==> config.mk <==
export PLATFORM = sky130hd
export DESIGN_NAME = swin_seq_ctrl_flat
export DESIGN_NICKNAME = d
export VERILOG_FILES = /design/src/rtl/swin_seq_ctrl_if.sv /design/src/rtl/swin_seq_ctrl.sv /design/src/flat_wrapper.sv
export SDC_FILE = /design/constraint.sdc
export NUM_CORES = 1
export LEC_CHECK = 0
export CORE_ASPECT_RATIO = 1.75
export CORE_MARGIN = 3
export CORE_UTILIZATION = 40
export CTS_BUF_LIST = sky130_fd_sc_hd__clkbuf_4
export CTS_CLUSTER_SIZE = 28
export DETAILED_ROUTE_END_ITERATION = 6
export PLACE_DENSITY = 0.7
export SYNTH_ARGS = -nofsm -noshare
export SYNTH_HDL_FRONTEND = slang
export SYNTH_SLANG_ARGS = --single-unit
export TNS_END_PERCENT = 1
==> constraint.sdc <==
create_clock -name clk -period 4.7 [get_ports clk]
set_input_delay 1.175 -clock clk [delete_from_list [all_inputs] [get_ports clk]]
set_output_delay 1.175 -clock clk [all_outputs]
set_load 0.05 [all_outputs]
==> src/rtl/swin_seq_ctrl_if.sv <==
// Host/DMA-side and datapath-side buses of the sliding-window sequencer.
// master = bench/host view, slave = sequencer view.
interface swin_seq_ctrl_if #(
   parameter int CONF_DATA_WIDTH = 19,
   parameter int CONF_ADDR_WIDTH = 4
);
   logic [CONF_DATA_WIDTH-1:0] conf_in_data;
   logic                       conf_in_vld;
   logic                       conf_in_rdy;
   logic [127:0]               pix_in_data;
   logic                       pix_in_vld;
   logic                       pix_in_rdy;
   logic [CONF_ADDR_WIDTH-1:0] conf_bram_wr_addr;
   logic [CONF_DATA_WIDTH-1:0] conf_bram_wr_data_in;
   logic                       conf_bram_wr_data_en;
   logic [127:0]               pix_data_in;
   logic                       data_in_vld;

   modport master (
      output conf_in_data, conf_in_vld,
      output pix_in_data, pix_in_vld,
      input  conf_in_rdy, pix_in_rdy,
      input  conf_bram_wr_addr, conf_bram_wr_data_in,
      input  conf_bram_wr_data_en,
      input  pix_data_in, data_in_vld
   );

   modport slave (
      input  conf_in_data, conf_in_vld,
      input  pix_in_data, pix_in_vld,
      output conf_in_rdy, pix_in_rdy,
      output conf_bram_wr_addr, conf_bram_wr_data_in,
      output conf_bram_wr_data_en,
      output pix_data_in, data_in_vld
   );
endinterface

==> src/rtl/swin_seq_ctrl.sv <==
// Config-load and frame-streaming sequencer for the sliding-window datapath.
// Define SWIN_SEQ_ROWGAP_EN to insert one stall cycle between rows.
module swin_seq_ctrl #(
   parameter int CONF_DATA_WIDTH = 19,
   parameter int CONF_ADDR_WIDTH = 4,
   parameter int CONF_DEPTH      = 16,
   parameter int COL_W           = 8,
   parameter int ROW_W           = 10
) (
   input  logic             clk,
   input  logic             rst_n,
   input  logic             start,
   input  logic             skip_conf,
   input  logic [COL_W-1:0] row_beats,
   input  logic [ROW_W-1:0] frame_rows,
   swin_seq_ctrl_if.slave   bus,
   output logic             busy,
   output logic             frame_done,
   output logic             cfg_err
);

   typedef enum logic [2:0] {
      S_IDLE,
      S_LOAD,
      S_RUN,
`ifdef SWIN_SEQ_ROWGAP_EN
      S_GAP,
`endif
      S_DONE
   } state_e;

   localparam logic [CONF_ADDR_WIDTH-1:0] LAST_CONF =
      CONF_ADDR_WIDTH'(CONF_DEPTH - 1);

   state_e                     state_q, state_d;
   logic [CONF_ADDR_WIDTH-1:0] conf_cnt_q, conf_cnt_d;
   logic [COL_W-1:0]           col_cnt_q, col_cnt_d;
   logic [ROW_W-1:0]           row_cnt_q, row_cnt_d;
   logic [COL_W-1:0]           rb_q, rb_d;
   logic [ROW_W-1:0]           fr_q, fr_d;
   logic                       cfg_err_q, cfg_err_d;
   logic [CONF_ADDR_WIDTH-1:0] wr_addr_q, wr_addr_d;
   logic [CONF_DATA_WIDTH-1:0] wr_data_q, wr_data_d;
   logic                       wr_en_q, wr_en_d;
   logic [127:0]               pix_q, pix_d;
   logic                       vld_q, vld_d;

   logic conf_rdy, pix_rdy;
   logic conf_hs, pix_hs;
   logic bad_cfg;
   logic row_end, frame_end;

   assign conf_rdy  = (state_q == S_LOAD);
   assign pix_rdy   = (state_q == S_RUN);
   assign conf_hs   = conf_rdy & bus.conf_in_vld;
   assign pix_hs    = pix_rdy & bus.pix_in_vld;
   assign bad_cfg   = (row_beats == '0) || (frame_rows == '0);
   assign row_end   = (col_cnt_q == rb_q - COL_W'(1));
   assign frame_end = (row_cnt_q == fr_q - ROW_W'(1));

   always_comb begin
      state_d    = state_q;
      conf_cnt_d = conf_cnt_q;
      col_cnt_d  = col_cnt_q;
      row_cnt_d  = row_cnt_q;
      rb_d       = rb_q;
      fr_d       = fr_q;
      cfg_err_d  = 1'b0;

      // Strobes follow the handshake by one cycle; buses keep last value.
      wr_en_d   = conf_hs;
      wr_addr_d = conf_hs ? conf_cnt_q : wr_addr_q;
      wr_data_d = conf_hs ? bus.conf_in_data : wr_data_q;
      vld_d     = pix_hs;
      pix_d     = pix_hs ? bus.pix_in_data : pix_q;

      unique case (state_q)
         S_IDLE: begin
            unique case (1'b1)
               !start: ;
               start && bad_cfg: cfg_err_d = 1'b1;
               start && !bad_cfg: begin
                  rb_d    = row_beats;
                  fr_d    = frame_rows;
                  state_d = skip_conf ? S_RUN : S_LOAD;
               end
            endcase
         end
         S_LOAD: begin
            if (conf_hs) begin
               if (conf_cnt_q == LAST_CONF) begin
                  conf_cnt_d = '0;
                  state_d    = S_RUN;
               end else begin
                  conf_cnt_d = conf_cnt_q + CONF_ADDR_WIDTH'(1);
               end
            end
         end
         S_RUN: begin
            if (pix_hs) begin
               if (row_end) begin
                  col_cnt_d = '0;
                  if (frame_end) begin
                     row_cnt_d = '0;
                     state_d   = S_DONE;
                  end else begin
                     row_cnt_d = row_cnt_q + ROW_W'(1);
`ifdef SWIN_SEQ_ROWGAP_EN
                     state_d   = S_GAP;
`endif
                  end
               end else begin
                  col_cnt_d = col_cnt_q + COL_W'(1);
               end
            end
         end
`ifdef SWIN_SEQ_ROWGAP_EN
         S_GAP: state_d = S_RUN;
`endif
         S_DONE: begin
            state_d    = S_IDLE;
            conf_cnt_d = '0;
            col_cnt_d  = '0;
            row_cnt_d  = '0;
         end
         default: state_d = S_IDLE;
      endcase
   end

   always_ff @(posedge clk or negedge rst_n) begin
      if (!rst_n) begin
         state_q    <= S_IDLE;
         conf_cnt_q <= '0;
         col_cnt_q  <= '0;
         row_cnt_q  <= '0;
         rb_q       <= '0;
         fr_q       <= '0;
         cfg_err_q  <= 1'b0;
         wr_addr_q  <= '0;
         wr_data_q  <= '0;
         wr_en_q    <= 1'b0;
         pix_q      <= '0;
         vld_q      <= 1'b0;
      end else begin
         state_q    <= state_d;
         conf_cnt_q <= conf_cnt_d;
         col_cnt_q  <= col_cnt_d;
         row_cnt_q  <= row_cnt_d;
         rb_q       <= rb_d;
         fr_q       <= fr_d;
         cfg_err_q  <= cfg_err_d;
         wr_addr_q  <= wr_addr_d;
         wr_data_q  <= wr_data_d;
         wr_en_q    <= wr_en_d;
         pix_q      <= pix_d;
         vld_q      <= vld_d;
      end
   end

   assign bus.conf_in_rdy          = conf_rdy;
   assign bus.pix_in_rdy           = pix_rdy;
   assign bus.conf_bram_wr_addr    = wr_addr_q;
   assign bus.conf_bram_wr_data_in = wr_data_q;
   assign bus.conf_bram_wr_data_en = wr_en_q;
   assign bus.pix_data_in          = pix_q;
   assign bus.data_in_vld          = vld_q;

   assign busy       = (state_q != S_IDLE);
   assign frame_done = (state_q == S_DONE);
   assign cfg_err    = cfg_err_q;

endmodule

==> src/flat_wrapper.sv <==
// flat-port wrapper written by rule: the top's interface ports become plain ports
module swin_seq_ctrl_flat 
#(
   parameter int CONF_DATA_WIDTH = 19,
   parameter int CONF_ADDR_WIDTH = 4,
   parameter int CONF_DEPTH      = 16,
   parameter int COL_W           = 8,
   parameter int ROW_W           = 10
)
  (clk, rst_n, start, skip_conf, row_beats, frame_rows, busy, frame_done, cfg_err, bus_conf_in_data, bus_conf_in_vld, bus_pix_in_data, bus_pix_in_vld, bus_conf_in_rdy, bus_pix_in_rdy, bus_conf_bram_wr_addr, bus_conf_bram_wr_data_in, bus_conf_bram_wr_data_en, bus_pix_data_in, bus_data_in_vld);
  swin_seq_ctrl_if #(.CONF_DATA_WIDTH(CONF_DATA_WIDTH), .CONF_ADDR_WIDTH(CONF_ADDR_WIDTH)) bus_i ();
  input  logic clk;
  input  logic rst_n;
  input  logic start;
  input  logic skip_conf;
  input  logic [COL_W-1:0] row_beats;
  input  logic [ROW_W-1:0] frame_rows;
  output logic busy;
  output logic frame_done;
  output logic cfg_err;
  input wire logic [$bits(bus_i.conf_in_data)-1:0] bus_conf_in_data;
  input wire logic [$bits(bus_i.conf_in_vld)-1:0] bus_conf_in_vld;
  input wire logic [$bits(bus_i.pix_in_data)-1:0] bus_pix_in_data;
  input wire logic [$bits(bus_i.pix_in_vld)-1:0] bus_pix_in_vld;
  output wire logic [$bits(bus_i.conf_in_rdy)-1:0] bus_conf_in_rdy;
  output wire logic [$bits(bus_i.pix_in_rdy)-1:0] bus_pix_in_rdy;
  output wire logic [$bits(bus_i.conf_bram_wr_addr)-1:0] bus_conf_bram_wr_addr;
  output wire logic [$bits(bus_i.conf_bram_wr_data_in)-1:0] bus_conf_bram_wr_data_in;
  output wire logic [$bits(bus_i.conf_bram_wr_data_en)-1:0] bus_conf_bram_wr_data_en;
  output wire logic [$bits(bus_i.pix_data_in)-1:0] bus_pix_data_in;
  output wire logic [$bits(bus_i.data_in_vld)-1:0] bus_data_in_vld;
  assign bus_i.conf_in_data = bus_conf_in_data;
  assign bus_i.conf_in_vld = bus_conf_in_vld;
  assign bus_i.pix_in_data = bus_pix_in_data;
  assign bus_i.pix_in_vld = bus_pix_in_vld;
  assign bus_conf_in_rdy = bus_i.conf_in_rdy;
  assign bus_pix_in_rdy = bus_i.pix_in_rdy;
  assign bus_conf_bram_wr_addr = bus_i.conf_bram_wr_addr;
  assign bus_conf_bram_wr_data_in = bus_i.conf_bram_wr_data_in;
  assign bus_conf_bram_wr_data_en = bus_i.conf_bram_wr_data_en;
  assign bus_pix_data_in = bus_i.pix_data_in;
  assign bus_data_in_vld = bus_i.data_in_vld;
  swin_seq_ctrl #(.CONF_DATA_WIDTH(CONF_DATA_WIDTH), .CONF_ADDR_WIDTH(CONF_ADDR_WIDTH), .CONF_DEPTH(CONF_DEPTH), .COL_W(COL_W), .ROW_W(ROW_W)) u_core (.clk(clk), .rst_n(rst_n), .start(start), .skip_conf(skip_conf), .row_beats(row_beats), .frame_rows(frame_rows), .bus(bus_i), .busy(busy), .frame_done(frame_done), .cfg_err(cfg_err));
endmodule
Word level (Yosys, flattened, before mapping)
Index checks and enable logic that the tools add are counted.
W data, S select, Z words.
- mux-type cells: 20
- bitwise operators: 2
- eq/ne operators: 12
- shift operators: 0
- magnitude comparators: 0
- divide/modulo/power cells: 0
- multiply operators: 0
- reductions and logical operators: 15
- $add $sub $neg: 5
- operators with widths (kind ; number):
    $mux W10 ; 3
    $pmux W10 S2 ; 1
    $mux W3 ; 6
    $mux W8 ; 2
    $pmux W8 S2 ; 1
    $add A10 B1 Y10 const B ; 1
    $eq A10 B10 Y1 ; 1
    $logic_not A10 Y1 ; 1
    $ne A2 B2 Y1 const B ; 5
    $sub A10 B1 Y10 const B ; 1
    $pmux W3 S3 ; 1
    $add A8 B1 Y8 const B ; 1
    $eq A8 B8 Y1 ; 1
    $logic_not A8 Y1 ; 1
    $mux W4 ; 2
    $pmux W4 S2 ; 1
    $sub A8 B1 Y8 const B ; 1
    $eq A3 B2 Y1 const B ; 2
    $reduce_and A2 Y1 ; 3
    $reduce_and A6 Y1 ; 1
    $add A4 B1 Y4 const B ; 1
    $eq A4 B4 Y1 const B ; 1
    $reduce_bool A2 Y1 ; 2
    $eq A3 B1 Y1 const B ; 1
    other kinds (10) ; 13
- ROM bits: 0
- bits in writable memories: 0
- word-level logic and storage cells: 66
- bits in latches: 0
- bits in registers: 197
- memories: 0
- input bits: 171

Logic depth before layout (Yosys ltp)
- depth after elaboration: 6
- gate-level depth with buffers: 12
- gate-level depth less buffers: 9

Least setup slack after synthesis
OpenSTA, ideal clock, no wires.
- path kind: input -> register
- start: input port frame_rows[1]
- end: register u_core.fr_q[0]
- path slack: 1953 ps
- setup time: 125 ps
- stages on the path: 6
- path buffers: 1
- required time: 4575 ps
- arrival time: 2623 ps
- cells stage by stage: nor4_1 -> and3_1 -> a21oi_1 -> nand3_1 -> clkbuf_1 -> mux2_2
- cells in the longest elaborated chain, start to end: 5
- ends and longest elaborated chain (what ; RTL line ; RTL):
    start, declared ; flat_wrapper.sv:17 ; input logic [ROW_W-1:0] frame_rows;
    $logic_not A10 Y1 ; swin_seq_ctrl.sv:57 ; assign bad_cfg = (row_beats == '0) || (frame_rows == '0);
    $logic_or A1 B1 Y1 ; swin_seq_ctrl.sv:57 ;
    $logic_not A1 Y1 ; swin_seq_ctrl.sv:82 ; start && !bad_cfg: begin
    $logic_and A1 B1 Y1 ; swin_seq_ctrl.sv:82 ;
    $reduce_and A2 Y1 (no line) ; - ;
    end signal, assigned ; swin_seq_ctrl.sv:150 ; fr_q <= fr_d;
    end, declared ; swin_seq_ctrl.sv:40 ; logic [ROW_W-1:0] fr_q, fr_d;
No other way between the ends.
A chain may end at the register's enable or synchronous reset.

Final worst setup path
- start: register u_core.state_q[0]
- end: output port bus_pix_in_rdy
- cells in the longest elaborated chain, start to end: 1
- ends and longest elaborated chain (what ; RTL line ; RTL):
    start, declared ; swin_seq_ctrl.sv:35 ; state_e state_q, state_d;
    start signal, assigned ; swin_seq_ctrl.sv:145 ; state_q <= state_d;
    $eq A3 B2 Y1 ; swin_seq_ctrl.sv:54 ; assign pix_rdy = (state_q == S_RUN);
    end, declared ; flat_wrapper.sv:26 ; output wire logic [$bits(bus_i.pix_in_rdy)-1:0] bus_pix_in_rdy;
No other way between the ends.

==> results.cfg <==
[status]
status = complete, no violations

[setup_path]
r2r-start = u_core.fr_q[0]
endpoint = bus_pix_in_rdy
critPathKind = flip-flop to output port
crit_required_ns = 3.52
arrival_ns = 2.35
endpoint_kind = output port
worstPathMaxFanout = 5
critPathLaunch = u_core.state_q[0]
startpoint_type = flip-flop
r2r_end = u_core.row_cnt_q[5]
reg2reg_slack_ns = 1.56
worst-r2r-cell-count = 7

[synth]
synth_nets = 1060
avgSynthCellArea_um2 = 9.54
synth.distinct_cells = 51
synth_flop_cell = dfrtp_1
synth_cells = 880
ys.warnings.count = 0
ys_async_sr_fraction = 1.00
syn_area_um2 = 8400
synth_seq_cells = 196
synth_enable_flop_cells = 0
ys_seq_area_frac = 0.584

[final_layout]
final_cells = 1457
area_delta_synth_final_pct = 44.7
final_area_um2 = 12200
nets = 1373
drive_gt1_frac = 0.0721
utilization = 0.594

[timing]
rsz0062_at_grt = false
setup_ws_ns = 1.17
finalSetupViolations = 0
hold-worst-slack_ns = 0.489
finalHoldViolations = 0
maxSlewHeadroom = 0.312
layout_min_cycle_time_ns = 3.53
slew_viol_final = 0
fin_tns_setup_ns = 0
worst_clock_skew_ns = 0.0180
fmax_mhz = 283
worst_slew_pin_slew_ns = 1.03
post-route-period-util = 0.751

[job]
maxCapViolCount = 0

[pwr]
p_leak_nw = 5.71
irDropWorstVdd_uv = 465
cellPowerDensity_nw_per_um2 = 755
p_total_mw = 9.19

[global_routing]
globalRouteMet3Util = 0.0780
grt_max_degree = 99
grt-busiest-layer = met2
grt_pass1_vias = 7466
grt.overflow.total = 0
grt_pass1_wl_um = 39800
grt_antenna_before_repair = 3
grt.met1_usage = 0.240
gr-usage-met2 = 0.409
grtUsageTotal = 0.228

[floorplanning]
row_count = 69
fp.dieW_um = 116
start_util = 0.411
die_h_um = 198
top_level_ports = 329
coreArea_um2 = 20500
dieArea_um2 = 22800

[clocking]
numCtsBuffers = 17
clkTransAtPathRegs_ns = 0.14
clk_latency_ns = 0.59
clkSinkCount = 196
post_cts_resized = 0
cts_hold_buf = 0
cts_max_path_buffers = 2
cts_htree_levels = 4
cts_root_buf = clkbuf_4
cts_tree = yes
cts_setup_buffers = 0

[placed_design]
globalplace.congestion = 0.834
place_area_um2 = 11900
portBuffers = 328
placedCellCount = 1422
dpl.hpwl_um = 19000
dpl_worst_slack_ns = 1.27

[min_path]
hold_class = flip-flop to flip-flop
holdPathStages = 2

[drt]
vias_per_cell = 4.89
drc = 0
vias = 7122
wl_per_cell_um = 17.5
drt-initial-drc-count = 319
first_pass_iters = 5
drt_wl_total_um = 25500
final_antenna_net_count = 0
## how the worst min path moves through the flow
stage | startpoint | end | slack, ns
final | u_core.bus.pix_data_in[106] | u_core.bus.pix_data_in[106] | 0.49
after global placement | u_core.bus.pix_data_in[125] | u_core.bus.pix_data_in[125] | 0.46
after CTS | u_core.bus.pix_data_in[118] | u_core.bus.pix_data_in[118] | 0.49
after detailed placement | u_core.bus.pix_data_in[64] | u_core.bus.pix_data_in[64] | 0.46
after floorplan | u_core.col_cnt_q[6] | u_core.col_cnt_q[6] | 0.49
after global routing | u_core.bus.pix_data_in[36] | u_core.bus.pix_data_in[36] | 0.52
## cell type report
type | instances | area (µm²)
clock buffers | 21 | 158
well taps | 248 | 310
diodes | 3 | 7.51
inverters | 16 | 62.6
repair buffers | 335 | 3350
flip-flops and latches | 196 | 4900
clock inverters | 11 | 87.6
fillers | 1837 | 8300
multi-input cells | 627 | 3280
## registers in the layout (all words and copies together), names as in the netlist
signal                           count
u_core.state_q                       2
u_core.col_cnt_q                     8
u_core.conf_cnt_q                    4
u_core.bus.data_in_vld               1
u_core.bus.pix_data_in             128
u_core.rb_q                          8
u_core.cfg_err                       1
u_core.bus.conf_bram_wr_data_en      1
u_core.row_cnt_q                    10
u_core.bus.conf_bram_wr_addr         4
u_core.bus.conf_bram_wr_data_in     19
u_core.fr_q                         10
## where the power goes
part           switching [mW]  internal, mW
combinational            3.60          1.82
clock                   0.556         0.277
sequential              0.524          2.41
total                    4.68          4.51
## critical path, stage by stage (launching register included)
cell and delay (ns):
dfrtp_1 0.43, inv_1 0.12, ha_1 0.34, clkdlybuf4s50_1 0.88
## synthesized netlist by cell type, types with 6 or more instances
| cell | count | area share |
|---|---|---|
| nand3_1 | 9 | 0.0054 |
| dfrtp_1 | 196 | 0.58 |
| inv_1 | 15 | 0.0067 |
| o21bai_1 | 6 | 0.0054 |
| xor2_1 | 11 | 0.011 |
| a22o_1 | 9 | 0.0094 |
| clkbuf_1 | 36 | 0.016 |
| nor4_1 | 7 | 0.0052 |
| nor2_1 | 17 | 0.0076 |
| a21oi_1 | 12 | 0.0072 |
| nor3_1 | 7 | 0.0042 |
| o21ai_0 | 10 | 0.0060 |
| ha_1 | 9 | 0.013 |
| xnor2_1 | 13 | 0.014 |
| and3_1 | 7 | 0.0052 |
| mux2_2 | 42 | 0.056 |
| nand2_1 | 410 | 0.18 |
## per-layer routing
layer,routed length [µm],vias up
met4,830,0
met5,0,-
met3,1880,44
met1,9120,3379
met2,13600,234
li1,-,3465
## cells in the final DEF (no fill, tap or decap), types with 6 or more instances in the layout
cell             instances
mux2_2                  42
clkbuf_4                21
clkdlybuf4s50_1        327
xor2_1                  11
nand3_1                  9
o21bai_1                 6
and3_1                   7
nor2_1                  17
nor4_1                   7
a21oi_1                 12
nand2_1                409
dfrtp_1                196
o21ai_0                 10
xnor2_1                 13
buf_4                    6
inv_1                   15
a22o_1                   9
nor3_1                   7
ha_1                     9
## logic make-up after synthesis
family                   after synthesis  share of synthesized area
AO/OA/AOI/OAI                         65                     0.0560
XOR/XNOR                              24                     0.0250
adder cells (fa/ha/maj)                9                     0.0134
buffers and inverters                 57                     0.0270
flip-flops                           196                      0.584
multiplexers                          44                     0.0587
AND/OR/NAND/NOR                      485                      0.236
Power figures use the tool's default switching activity.
